===== src/rtl/video_pkg.sv =====
// Shared video constants, BT.601 luma weights, lock FSM states and the
// luma rounding/clamping helper.
package video_pkg;

    localparam int MAX_COLS = 1600;
    localparam int MAX_ROWS = 900;
    localparam int COL_W    = 11;
    localparam int ROW_W    = 10;

    localparam logic [COL_W-1:0] COL_LIMIT = COL_W'(MAX_COLS);
    localparam logic [ROW_W-1:0] ROW_LIMIT = ROW_W'(MAX_ROWS);

    // Q0.8 weights; they sum to 256 so full-scale white maps to 255.
    localparam logic [7:0] COEF_R = 8'd77;
    localparam logic [7:0] COEF_G = 8'd150;
    localparam logic [7:0] COEF_B = 8'd29;

    typedef enum logic [0:0] {
        SEEK = 1'b0,
        LOCK = 1'b1
    } lock_state_t;

    function automatic logic [7:0] luma_round(input logic [16:0] sum);
        logic [17:0] rounded;
        rounded = {1'b0, sum} + 18'd128;
        if (rounded[17:8] > 10'd255) begin
            return 8'd255;
        end else begin
            return rounded[15:8];
        end
    endfunction

endpackage


===== src/rtl/rgb_to_luma_if.sv =====
// Pixel-stream bundle: RGB input stream plus the luma/coordinate result stream.
interface rgb_to_luma_if;
    import video_pkg::*;

    logic [7:0]       r_i;
    logic [7:0]       g_i;
    logic [7:0]       b_i;
    logic             dv_i;
    logic             hs_i;
    logic             vs_i;
    logic [7:0]       y_o;
    logic             dv_o;
    logic             hs_o;
    logic             vs_o;
    logic [COL_W-1:0] col_o;
    logic [ROW_W-1:0] row_o;
    logic             locked_o;
    logic             err_o;

    modport master (
        output r_i, g_i, b_i, dv_i, hs_i, vs_i,
        input  y_o, dv_o, hs_o, vs_o, col_o, row_o, locked_o, err_o
    );

    modport slave (
        input  r_i, g_i, b_i, dv_i, hs_i, vs_i,
        output y_o, dv_o, hs_o, vs_o, col_o, row_o, locked_o, err_o
    );

endinterface


===== src/rtl/sync_delay.sv =====
// Fixed-depth, asynchronously reset shift register used to keep sideband
// signals aligned with a pipelined datapath.
module sync_delay #(
    parameter int WIDTH = 1,
    parameter int DEPTH = 3
) (
    input  logic             clk,
    input  logic             rst,
    input  logic [WIDTH-1:0] i_data,
    output logic [WIDTH-1:0] o_data
);

    logic [WIDTH-1:0] r_pipe [DEPTH];

    // Shift chain; every stage clears to zero on reset.
    always_ff @(posedge clk or negedge rst) begin
        if (!rst) begin
            for (int i = 0; i < DEPTH; i++) begin
                r_pipe[i] <= {WIDTH{1'b0}};
            end
        end else begin
            r_pipe[0] <= i_data;
            for (int i = 1; i < DEPTH; i++) begin
                r_pipe[i] <= r_pipe[i-1];
            end
        end
    end

    assign o_data = r_pipe[DEPTH-1];

endmodule


===== src/rtl/rgb_to_luma.sv =====
// RGB to 8-bit luma converter with pixel coordinates and a frame-lock FSM;
// three-clock fixed latency, one pixel per clock.
module rgb_to_luma
    import video_pkg::*;
(
    input logic          clk,
    input logic          rst,
    rgb_to_luma_if.slave bus
);

    localparam int SB_W = 3 + COL_W + ROW_W;

    logic             r_vs_prev;
    logic             r_hs_prev;
    logic             r_dv_prev;
    logic             w_vs_rise;
    logic             w_hs_rise;
    logic             w_dv_fall;
    logic [COL_W-1:0] r_col;
    logic [COL_W-1:0] w_col;
    logic [COL_W-1:0] w_col_next;
    logic [ROW_W-1:0] r_row;
    logic [ROW_W-1:0] w_row;
    logic [ROW_W-1:0] w_row_next;
    logic             w_geom_err;
    logic             w_dv_gated;
    lock_state_t      r_state;
    logic             r_err;

    logic [15:0]      r_prod_r;
    logic [15:0]      r_prod_g;
    logic [15:0]      r_prod_b;
    logic [16:0]      r_sum;

    logic [SB_W-1:0]  w_sb_in;
    logic [SB_W-1:0]  w_sb_out;
    logic             w_sb_dv;
    logic             w_sb_hs;
    logic             w_sb_vs;
    logic [COL_W-1:0] w_sb_col;
    logic [ROW_W-1:0] w_sb_row;

    logic [7:0]       r_y;
    logic             r_dv_o;
    logic             r_hs_o;
    logic             r_vs_o;
    logic [COL_W-1:0] r_col_o;
    logic [ROW_W-1:0] r_row_o;

    // Edge detection, effective coordinates of the current pixel, and the
    // saturating next-state of the counters.
    always_comb begin
        w_vs_rise  = bus.vs_i & ~r_vs_prev;
        w_hs_rise  = bus.hs_i & ~r_hs_prev;
        w_dv_fall  = ~bus.dv_i & r_dv_prev;
        w_col      = w_hs_rise ? {COL_W{1'b0}} : r_col;
        w_row      = w_vs_rise ? {ROW_W{1'b0}} : r_row;
        w_geom_err = (bus.dv_i & (w_col == COL_LIMIT)) |
                     (w_dv_fall & (w_row == ROW_LIMIT));
        if (bus.dv_i && (w_col != COL_LIMIT)) begin
            w_col_next = w_col + COL_W'(1'b1);
        end else begin
            w_col_next = w_col;
        end
        // A frame start wins over the end-of-line increment.
        if (w_dv_fall && !w_vs_rise && (w_row != ROW_LIMIT)) begin
            w_row_next = w_row + ROW_W'(1'b1);
        end else begin
            w_row_next = w_row;
        end
        w_dv_gated = bus.dv_i & (r_state == LOCK) & ~w_geom_err;
        w_sb_in    = {w_dv_gated, bus.hs_i, bus.vs_i, w_col, w_row};
    end

    // Sync history (held high in reset so a sync already asserted is not an edge) and counters.
    always_ff @(posedge clk or negedge rst) begin
        if (!rst) begin
            r_vs_prev <= 1'b1;
            r_hs_prev <= 1'b1;
            r_dv_prev <= 1'b0;
            r_col     <= {COL_W{1'b0}};
            r_row     <= {ROW_W{1'b0}};
        end else begin
            r_vs_prev <= bus.vs_i;
            r_hs_prev <= bus.hs_i;
            r_dv_prev <= bus.dv_i;
            r_col     <= w_col_next;
            r_row     <= w_row_next;
        end
    end

    // Frame-lock FSM with sticky geometry error flag.
    always_ff @(posedge clk or negedge rst) begin
        if (!rst) begin
            r_state <= SEEK;
            r_err   <= 1'b0;
        end else begin
            case (r_state)
                SEEK: begin
                    if (w_vs_rise) begin
                        r_state <= LOCK;
                    end
                end
                LOCK: begin
                    if (w_geom_err) begin
                        r_state <= SEEK;
                        r_err   <= 1'b1;
                    end
                end
                default: r_state <= SEEK;
            endcase
        end
    end

    // Stages 1 and 2: weighted products, then their sum.
    always_ff @(posedge clk or negedge rst) begin
        if (!rst) begin
            r_prod_r <= 16'd0;
            r_prod_g <= 16'd0;
            r_prod_b <= 16'd0;
            r_sum    <= 17'd0;
        end else begin
            r_prod_r <= {8'd0, bus.r_i} * {8'd0, COEF_R};
            r_prod_g <= {8'd0, bus.g_i} * {8'd0, COEF_G};
            r_prod_b <= {8'd0, bus.b_i} * {8'd0, COEF_B};
            r_sum    <= {1'b0, r_prod_r} + {1'b0, r_prod_g} + {1'b0, r_prod_b};
        end
    end

    sync_delay #(
        .WIDTH (SB_W),
        .DEPTH (2)
    ) u_sideband (
        .clk    (clk),
        .rst    (rst),
        .i_data (w_sb_in),
        .o_data (w_sb_out)
    );

    assign {w_sb_dv, w_sb_hs, w_sb_vs, w_sb_col, w_sb_row} = w_sb_out;

    // Stage 3: rounded luma, zeroed outside active pixels, and aligned sideband.
    always_ff @(posedge clk or negedge rst) begin
        if (!rst) begin
            r_y     <= 8'd0;
            r_dv_o  <= 1'b0;
            r_hs_o  <= 1'b0;
            r_vs_o  <= 1'b0;
            r_col_o <= {COL_W{1'b0}};
            r_row_o <= {ROW_W{1'b0}};
        end else begin
            r_y     <= w_sb_dv ? luma_round(r_sum) : 8'd0;
            r_dv_o  <= w_sb_dv;
            r_hs_o  <= w_sb_hs;
            r_vs_o  <= w_sb_vs;
            r_col_o <= w_sb_col;
            r_row_o <= w_sb_row;
        end
    end

    assign bus.y_o      = r_y;
    assign bus.dv_o     = r_dv_o;
    assign bus.hs_o     = r_hs_o;
    assign bus.vs_o     = r_vs_o;
    assign bus.col_o    = r_col_o;
    assign bus.row_o    = r_row_o;
    assign bus.locked_o = (r_state == LOCK);
    assign bus.err_o    = r_err;

endmodule


===== src/flat_wrapper.sv =====
// flat-port wrapper written by rule: the top's interface ports become plain ports
module rgb_to_luma_flat import video_pkg::*;
  (clk, rst, bus_r_i, bus_g_i, bus_b_i, bus_dv_i, bus_hs_i, bus_vs_i, bus_y_o, bus_dv_o, bus_hs_o, bus_vs_o, bus_col_o, bus_row_o, bus_locked_o, bus_err_o);
  rgb_to_luma_if bus_i ();
  input logic clk;
  input logic rst;
  input wire logic [$bits(bus_i.r_i)-1:0] bus_r_i;
  input wire logic [$bits(bus_i.g_i)-1:0] bus_g_i;
  input wire logic [$bits(bus_i.b_i)-1:0] bus_b_i;
  input wire logic [$bits(bus_i.dv_i)-1:0] bus_dv_i;
  input wire logic [$bits(bus_i.hs_i)-1:0] bus_hs_i;
  input wire logic [$bits(bus_i.vs_i)-1:0] bus_vs_i;
  output wire logic [$bits(bus_i.y_o)-1:0] bus_y_o;
  output wire logic [$bits(bus_i.dv_o)-1:0] bus_dv_o;
  output wire logic [$bits(bus_i.hs_o)-1:0] bus_hs_o;
  output wire logic [$bits(bus_i.vs_o)-1:0] bus_vs_o;
  output wire logic [$bits(bus_i.col_o)-1:0] bus_col_o;
  output wire logic [$bits(bus_i.row_o)-1:0] bus_row_o;
  output wire logic [$bits(bus_i.locked_o)-1:0] bus_locked_o;
  output wire logic [$bits(bus_i.err_o)-1:0] bus_err_o;
  assign bus_i.r_i = bus_r_i;
  assign bus_i.g_i = bus_g_i;
  assign bus_i.b_i = bus_b_i;
  assign bus_i.dv_i = bus_dv_i;
  assign bus_i.hs_i = bus_hs_i;
  assign bus_i.vs_i = bus_vs_i;
  assign bus_y_o = bus_i.y_o;
  assign bus_dv_o = bus_i.dv_o;
  assign bus_hs_o = bus_i.hs_o;
  assign bus_vs_o = bus_i.vs_o;
  assign bus_col_o = bus_i.col_o;
  assign bus_row_o = bus_i.row_o;
  assign bus_locked_o = bus_i.locked_o;
  assign bus_err_o = bus_i.err_o;
  rgb_to_luma u_core (.clk(clk), .rst(rst), .bus(bus_i));
endmodule

===== config.mk =====
export PLATFORM = sky130hd
export DESIGN_NAME = rgb_to_luma_flat
export DESIGN_NICKNAME = d
export VERILOG_FILES = /design/src/rtl/video_pkg.sv /design/src/rtl/rgb_to_luma_if.sv /design/src/rtl/sync_delay.sv /design/src/rtl/rgb_to_luma.sv /design/src/flat_wrapper.sv
export SDC_FILE = /design/constraint.sdc
export NUM_CORES = 1
export LEC_CHECK = 0
export ABC_AREA = 0
export CORE_ASPECT_RATIO = 0.9
export CORE_MARGIN = 2
export CORE_UTILIZATION = 40
export CTS_CLUSTER_SIZE = 24
export DETAILED_ROUTE_END_ITERATION = 10
export GPL_ROUTABILITY_DRIVEN = 0
export SETUP_SLACK_MARGIN = 0.5
export SKIP_LAST_GASP = 1
export SLEW_MARGIN = 20
export SYNTH_ARGS = -nofsm -noshare
export SYNTH_HDL_FRONTEND = slang
export SYNTH_SLANG_ARGS = --single-unit

===== constraint.sdc =====
create_clock -name clk -period 2.36 [get_ports clk]
set_clock_uncertainty 0.05 [all_clocks]
set_input_delay 0.236 -clock clk [delete_from_list [all_inputs] [get_ports clk]]
set_output_delay 0.236 -clock clk [all_outputs]
set_load 0.02 [all_outputs]

==> results.md <==
- Outcome: finished with violations
- Failing checks: negative setup slack
- Diode count: 0
- Slew headroom: 0.690
- Crit. End Element: register
- Starting Density: 0.408
- Async SR Flop Fraction: 1.00
- Period minus WS final: 2860 ps
- RSZ-0062 raised after global routing: true
- Max Fclk: 349 MHz
- Cell Chain, Critical Path: buf_8 -> buf_6 -> fa_2 -> ha_4 -> ha_4 -> ha_4 -> a21o_1 -> a21oi_4 -> o21ai_2 -> or4_4 -> a2111o_1 -> o211a_1
- Post-DP HPWL: 12,600 um
- Nets: 1,126
- Residual DRC: 0
- Seq/Total Area, Yosys: 0.468
- WL per Instance: 14.1 um
- Die area: 22,500 sq um
- Routed via count: 5,844
- Cell family with most CP delay: adder cells
- Final wirelength: 17,500 um
- Cells after synthesis: 722
- CTS tree: built
- Critical Path AT: 3120 ps
- Clock buffer depth: 2
- Post-route clock period utilization: 1.21
- Crit path max fanout: 2
- Die height: 142 um
- Vias in the first global route: 6,148
- Req. time, crit path: 2620 ps
- Fillers: 1,604
- Ys flop type: dfrtp_1
- Worst setup path category: input pin to register
- CP bufs+invs: 2
- Peak VDD IR: 0.000986 V
- Final worst slack: -502 ps
- Via density: 4.72
- Top-Level Pins: 63
- CTS H-tree depth: 4
- Worst-Skew Late Latency: 430 ps
- Pwr/cell area: 1150 nW/um^2
- FF+latch count, synth: 159
- Clock sinks: 159
- Area of the mapped netlist: 8510 sq um
- Total CTS buffers: 17
- FP Rows: 50
- Layout Utilization: 0.600
- Min-Delay Path Class: input pin to register
- Slowest-stage cell, CP: fa_2
- Slowest stage delay, CP: 590 ps
- Detailed Routing Iterations Pass 1: 4
- CP dominant cell by count: ha_4
- Static leakage: 5.95 nW
- Initial DRC Count: 212
- # setup viols final: 24
- Largest net degree at the start of global routing: 57
- CTS root buffer: clkbuf_16
- Share of cells above drive strength 1: 0.397
- Initial antenna violation count: 0
- Grt ovf: 0
- Gr usage total: 0.161
- Fin. max-slew vios: 0
- Syn nets: 908
- Synthesized area per cell: 11.8 sq um
- Startpoint Class: input pin
- Core area: 20,800 sq um
- Number of synthesized flops with an enable pin: 0
- Setup_tns: -5080 ps
- Synth unique cells: 50
- P&R area growth vs syn: 47.0%
- First-pass GRT wire length: 28,700 um
- Clock transition at path regs: 70 ps
- Antenna Nets Post-Route: 0
- Chip width: 158 um
- Max Cap Viol: 0
- Final hold violations: 0
- I/O Buffers: 62
- Worst Tran Pin Value: 453 ps
- Place WS: -1480 ps
- YS warnings: 0
-- metal layers --
metal  global-route usage  up-vias  wire, um
met3               0.0280       25       434
met5                    0        -         0
met2                0.276       81      8850
li1                     -     2851         -
met4               0.0531        0       292
met1                0.208     2887      7890
-- final cells by class --
class / instances / area, sq um / share of cell area
multi-input combinational: 462 / 5430 / 0.434
sequential: 159 / 3980 / 0.318
timing repair buffer: 204 / 1830 / 0.146
clock buffer: 18 / 429 / 0.0343
inverter: 96 / 370 / 0.0296
tap: 286 / 358 / 0.0286
clock inverter: 13 / 106 / 0.00850
-- power by group --
part	internal (mW)	switching [mW]	total [mW]
clock network	1.36	1.15	2.51
registers	3.30	0.290	3.59
logic	4.33	3.91	8.23
-- what timing repair did --
item                                    4_1_cts  5_1_grt
resized for setup                           197       88
endpoints found under the setup margin       56       57
buffers inserted                             11       11
cloned                                        0        0
pin swaps                                    88       77
endpoints found under the hold margin        48        1
hold buffers                                  2        1
-- Yosys cell counts, drive strengths merged, types with 5 or more instances --
master | instances | area share
a21boi | 6 | 0.0053
a21o | 9 | 0.0079
a21oi | 22 | 0.013
and2 | 14 | 0.010
and3 | 5 | 0.0037
dfrtp | 157 | 0.46
fa | 38 | 0.089
ha | 119 | 0.18
inv | 96 | 0.042
nand2 | 38 | 0.017
nand2b | 5 | 0.0037
nand3 | 19 | 0.011
nor2 | 34 | 0.015
nor2b | 6 | 0.0044
nor3 | 17 | 0.011
nor4 | 7 | 0.0059
o21ai | 20 | 0.012
xnor2 | 44 | 0.045
xor2 | 11 | 0.011
-- stage by stage --
step,cell area [sq um],cells,power (mW),hold WS [ps]
after floorplan,9030,722,7.79,-110
after global placement,10900,1182,9.87,146
after detailed placement,10900,1182,10.1,151
after CTS,12000,1226,13.5,20.4
after global routing,12500,1238,15.4,47.3
final,12500,1238,14.3,52.9
-- final timing paths --
check | slack, ps | to | cells past startpoint | startpoint
max | -500 | u_core.r_prod_b[12] | 12 | bus_b_i[2]
min in group asynchronous | 260 | u_core.bus.y_o[0] | 2 | rst
max reg2reg | -240 | u_core.r_sum[11] | 9 | u_core.r_prod_r[2]
max in group asynchronous | 1290 | u_core.r_vs_prev | 3 | rst
min reg2reg | 300 | u_core.bus.row_o[6] | 0 | u_core.u_sideband.o_data[6]
min | 50 | u_core.r_prod_r[0] | 2 | bus_r_i[0]
-- flip-flops by register name (all words and copies together), names as in the netlist --
register / cells
u_core.bus.y_o: 8
u_core.r_prod_r: 15
u_core.r_prod_g: 15
u_core.r_prod_b: 13
u_core.r_sum: 10
u_core.bus.col_o: 11
u_core.bus.vs_o: 1
u_core.bus.dv_o: 1
u_core.bus.err_o: 1
u_core.bus.hs_o: 1
u_core.bus.locked_o: 1
u_core.r_row: 10
u_core.r_dv_prev: 1
u_core.u_sideband.r_pipe: 24
u_core.r_col: 11
u_core.r_vs_prev: 1
u_core.u_sideband.o_data: 24
u_core.r_hs_prev: 1
u_core.bus.row_o: 10
-- placed cells by master, fill, tap and decap left out, drive strengths merged, types with 9 or more instances in the layout --
cell type      netlist  layout
o21ai               20      20
inv                 96     103
dfrtp              157     157
xor2                11      11
nor2                34      34
a21o                 9       9
nor3                17      17
fa                  38      38
xnor2               44      44
clkbuf               4      18
nand2               38      38
buf                  1     160
a21oi               22      22
nand3               19      19
ha                 119     119
clkdlybuf4s50        0      38
and2                14      14
-- logic make-up (layout without fill, tap and decap cells) --
group           count (synthesis)  in the layout  synth area share
mux                             2              2           0.00250
simple gates                  164            164            0.0985
buf+inv                       101            331            0.0454
xor+xnor                       55             55            0.0566
flops                         159            159             0.468
fa+ha+maj                     157            157             0.264
compound gates                 84             84            0.0646
Power figures use the tool's default switching activity.
